`src/rtl/uart_tx.sv`:
```
// uart_tx: frames parallel words onto an asynchronous serial line (8N1 by default).
// Ports: clk, rst (async, active-high), tx_data/tx_valid/tx_ready handshake in; txd, busy out.
module uart_tx #(
    parameter int CLKS_PER_BIT = 868,
    parameter int DATA_W       = 8,
    parameter int PARITY_EN    = 0,
    parameter int PARITY_ODD   = 0,
    parameter int STOP_BITS    = 1
) (
    input  logic              clk,
    input  logic              rst,
    input  logic [DATA_W-1:0] tx_data,
    input  logic              tx_valid,
    output logic              tx_ready,
    output logic              txd,
    output logic              busy
);

    localparam int BAUD_W = (CLKS_PER_BIT > 1) ? $clog2(CLKS_PER_BIT) : 1;
    localparam int BIT_W  = $clog2(DATA_W + 1);

    localparam logic [BAUD_W-1:0] BAUD_LAST = BAUD_W'(CLKS_PER_BIT - 1);
    localparam logic [BIT_W-1:0]  DATA_LAST = BIT_W'(DATA_W - 1);
    localparam logic [BIT_W-1:0]  STOP_LAST = BIT_W'(STOP_BITS - 1);
    localparam logic              PAR_INV   = (PARITY_ODD != 0);

    if (CLKS_PER_BIT < 2) begin : g_bad_clks
        $error("uart_tx: CLKS_PER_BIT must be >= 2");
    end
    if (STOP_BITS != 1 && STOP_BITS != 2) begin : g_bad_stop
        $error("uart_tx: STOP_BITS must be 1 or 2");
    end
    if (DATA_W < 5 || DATA_W > 9) begin : g_bad_data
        $error("uart_tx: DATA_W must be 5..9");
    end

    typedef enum logic [2:0] {
        IDLE,
        START,
        DATA,
        PARITY,
        STOP
    } state_t;

    state_t              state;
    logic [BAUD_W-1:0]   baud_cnt;
    logic [BIT_W-1:0]    bit_cnt;
    logic [DATA_W-1:0]   shreg;
    logic                par_bit;
    logic                bit_end;
    logic                stop_end;
    logic                handshake;

    assign bit_end   = (baud_cnt == BAUD_LAST);
    // Last clk cycle of the last stop bit: accept the next word so
    // its start bit follows with no idle gap.
    assign stop_end  = (state == STOP) && bit_end && (bit_cnt == STOP_LAST);
    assign tx_ready  = (state == IDLE) || stop_end;
    assign handshake = tx_valid && tx_ready;
    assign busy      = (state != IDLE);

    always_ff @(posedge clk or posedge rst) begin
        if (rst) begin
            state    <= IDLE;
            txd      <= 1'b1;
            baud_cnt <= '0;
            bit_cnt  <= '0;
            shreg    <= '0;
            par_bit  <= 1'b0;
        end else if (handshake) begin
            state    <= START;
            txd      <= 1'b0;
            baud_cnt <= '0;
            bit_cnt  <= '0;
            shreg    <= tx_data;
            // Parity is kept aside so the shifter can drain freely.
            par_bit  <= (^tx_data) ^ PAR_INV;
        end else begin
            unique case (state)
                IDLE: begin
                    txd <= 1'b1;
                end
                START: begin
                    if (bit_end) begin
                        state    <= DATA;
                        txd      <= shreg[0];
                        baud_cnt <= '0;
                    end else begin
                        baud_cnt <= baud_cnt + BAUD_W'(1);
                    end
                end
                DATA: begin
                    if (bit_end) begin
                        baud_cnt <= '0;
                        if (bit_cnt == DATA_LAST) begin
                            bit_cnt <= '0;
                            if (PARITY_EN != 0) begin
                                state <= PARITY;
                                txd   <= par_bit;
                            end else begin
                                state <= STOP;
                                txd   <= 1'b1;
                            end
                        end else begin
                            bit_cnt <= bit_cnt + BIT_W'(1);
                            shreg   <= shreg >> 1;
                            txd     <= shreg[1];
                        end
                    end else begin
                        baud_cnt <= baud_cnt + BAUD_W'(1);
                    end
                end
                PARITY: begin
                    if (bit_end) begin
                        state    <= STOP;
                        txd      <= 1'b1;
                        baud_cnt <= '0;
                        bit_cnt  <= '0;
                    end else begin
                        baud_cnt <= baud_cnt + BAUD_W'(1);
                    end
                end
                STOP: begin
                    if (bit_end) begin
                        baud_cnt <= '0;
                        if (bit_cnt == STOP_LAST) begin
                            state   <= IDLE;
                            bit_cnt <= '0;
                        end else begin
                            bit_cnt <= bit_cnt + BIT_W'(1);
                        end
                    end else begin
                        baud_cnt <= baud_cnt + BAUD_W'(1);
                    end
                end
                default: begin
                    state <= IDLE;
                    txd   <= 1'b1;
                end
            endcase
        end
    end

endmodule

```
`config.mk`:
```
export PLATFORM = sky130hd
export DESIGN_NAME = uart_tx
export DESIGN_NICKNAME = d
export VERILOG_FILES = /design/src/rtl/uart_tx.sv
export SDC_FILE = /design/constraint.sdc
export NUM_CORES = 1
export LEC_CHECK = 0
export ABC_AREA = 0
export CAP_MARGIN = 0
export CORE_MARGIN = 5
export CORE_UTILIZATION = 49
export DETAILED_ROUTE_END_ITERATION = 16
export PLACE_DENSITY = 0.75
export SLEW_MARGIN = 5
export SYNTH_ARGS = -nofsm -noshare
export SYNTH_HDL_FRONTEND = slang
export SYNTH_SLANG_ARGS = --single-unit
```
`constraint.sdc`:
```
create_clock -name clk -period 2.1 [get_ports clk]
set_input_delay 0.21 -clock clk [delete_from_list [all_inputs] [get_ports clk]]
set_output_delay 0.21 -clock clk [all_outputs]
set_load 0.02 [all_outputs]
```
==> out/qor.csv <==
stage,metric,value,unit
clocking,root_buffer,clkbuf_4,
global_routing,grt.total_usage,18.96,%
setup_path,r2r_end,shreg[4],
global_routing,overflow,0,
global_routing,grt_pass1_vias,1468,
finish,seqCellArea,651.9,um^2
setup_path,reg2reg_slack,120,ps
worst_hold_path,hp-class,in -> async,
finish,num-fill-cells,267,
logic_synthesis,ys.flop_type,dfrtp_1,
sta,relSlewSlack,74.73,%
setup_path,arrival,2180,ps
finish,stdcell_count,236,
global_routing,grt_max_degree,27,
global_routing,antenna_found_initial,0,
power_and_ir_drop,leakagePower,0.8131,nW
setup_path,crit_required,2310,ps
clocking,cts_inserted_buffers,3,
sta,tightestPinTransition,374.3,ps
sta,fin_skew,5.061,ps
finish,layout-drive-gt1-share,19.79,%
clocking,clk_pin_slew_worst_paths,140,ps
power_and_ir_drop,total_power,1.425,mW
logic_synthesis,ys_warn_count,0,
clocking,htree_num_levels,1,
sta,fin_ws,122.9,ps
finish,nNetsFinal,207,
clocking,cts_buffer_depth,2,
routing,first_iter_violations,127,
sta,finalSetupViolations,0,
logic_synthesis,synth_cell_type_count,48,
setup_path,worst_setup_path_start_kind,flip-flop,
power_and_ir_drop,vdd_ir_drop_max,0.0004954,V
place,dp_slack,-28.84,ps
sta,hold_viol_final,0,
logic_synthesis,synth-edff-count,0,
routing,vias,1422,
floorplan,io_pins,14,
logic_synthesis,avgSynthCellArea,9.743,um^2
clocking,clkLatencyLatePin,310,ps
finish,multi_input_area,900.9,um^2
logic_synthesis,syn_inst,164,
floorplan,die_y,67.11,um
finish,utilization,62.22,%
setup_path,startpoint,bit_cnt[1],
clocking,cts_tree,built,
place,dpl.cell_count,233,
floorplan,core,0.003103,mm^2
place,port_buffers,13,
sta,finalSetupTns,0,ps
place,place_hpwl,2.823,mm
logic_synthesis,netlist_top_cells_area,"dfrtp_1, a221o_1, and3_1",
logic_synthesis,yosysTopAreaCell,dfrtp_1,
finish,fin_area,0.001931,mm^2
logic_synthesis,ys_ff_latch,26,
setup_path,crit_fanout,7,
clocking,cts_sinks,26,
sta,fin_crit_sh,94.15,%
routing,antenna_left,0,
power_and_ir_drop,cellPowerDensity,737.9,mW/mm^2
sta,fmax,505.8,MHz
place,globalplace.congestion,0.8254,
logic_synthesis,yosysMostFrequentCell,dfrtp_1,
routing,avgViaCountPerCell,6.025,
floorplan,die_area,0.004503,mm^2
logic_synthesis,synth_top_area_share,39.15,%
logic_synthesis,synth_common_cells,"dfrtp_1, nor2_1, nand2_1",
routing,drt_wl_total,3.687,mm
place,placed_cell_area,0.001894,mm^2
sta,rsz0062_at_grt,false,
floorplan,die_x,67.11,um
sta,fin_crit,1977,ps
routing,post-route-drc-count,0,
logic_synthesis,async_reset_ff_share,100.0,%
job,cap_viol_max_count,0,
run_status,status,completed,
floorplan,fp-row-count,20,
finish,diodes,0,
sta,slew_viol_final,0,
setup_path,endpoint_kind,flip-flop,
logic_synthesis,synth_fp_nets,178,
logic_synthesis,syn_area,0.001598,mm^2
routing,first_pass_iters,4,
global_routing,grt_first_pass_wirelength,6.686,mm
setup_path,worstSetupPathType,reg -> reg,
floorplan,initial_core_util,51.49,%
routing,wl_per_cell,15.62,um
finish,area_growth,20.83,%
setup_path,r2r-start,bit_cnt[1],
logic_synthesis,ys_seq_area_share,40.80,%
setup_path,ff2ff_path_depth,6,
setup_path,crit_end,shreg[4],
sta,holdWs,225.6,ps
==> cells in the final DEF (no fill, tap or decap), drive strengths merged, types with 3 or more instances in the layout <==
cell type,count
a21oi,9
a221o,7
a22oi,3
and2,5
and3,8
buf,18
clkbuf,5
clkdlybuf4s50,12
dfrtp,25
ha,3
inv,7
nand2,10
nand3,9
nand4,8
nor2,11
nor3,4
nor3b,3
o21ai,7
or3,3
xor2,5
==> worst max-delay path: stages (launching register included) <==
cell and delay [ps]:
dfrtp_1 420, inv_1 70, ha_1 140, or3b_4 410, o41ai_4 340, a22oi_4 130
a221o_1 360
==> cell type report <==
type / instances / area share, %
clock buffers: 4 / 1.879
multi-input cells: 124 / 46.66
repair buffers: 31 / 13.48
inverters: 7 / 1.361
well taps: 44 / 2.852
flip-flops and latches: 26 / 33.77
==> worst min path at each step <==
stage	start	slack (ps)	endpoint
floorplan	rst	250	baud_cnt[0]
global placement	shreg[2]	500	shreg[2]
detailed placement	shreg[6]	500	shreg[6]
CTS	rst	230	baud_cnt[2]
global route	rst	240	shreg[2]
finish	rst	230	shreg[2]
==> cells by family (layout without fill, tap and decap cells) <==
family	after synthesis	after routing	share of synthesized area, %
AND/OR/NAND/NOR	74	74	27.17
flip-flops	26	26	40.80
XOR/XNOR	5	5	2.741
AO/OA/AOI/OAI	39	39	20.67
buffers and inverters	14	42	3.602
multiplexers	3	3	2.662
adder cells (fa/ha/maj)	3	3	2.350
==> metal layers <==
metal	GRT usage [%]	vias to the layer above	share of wire [%]
met5	0	-	0
met4	4.810	0	0.33
met3	2.361	2	6.2
met2	32.64	62	50
met1	25.05	676	44
li1	-	682	-
==> power by group <==
group / switching (mW) / total, mW / internal [mW]
Combinational: 0.222 / 0.453 / 0.232
Clock: 0.143 / 0.249 / 0.106
Sequential: 0.108 / 0.722 / 0.615
==> sequential cells by signal (all words and copies together) (netlist names) <==
name,flops
state,3
shreg,8
txd,1
bit_cnt,4
baud_cnt,10
==> timing repair <==
item | in CTS | in global routing
gates resized for setup | 3 | 5
setup endpoints to repair | 14 | 7
pin swaps | 3 | 1
buffers inserted | 0 | 0
hold buffers | 0 | 0
No activity file was read; power rests on OpenSTA's default activity.
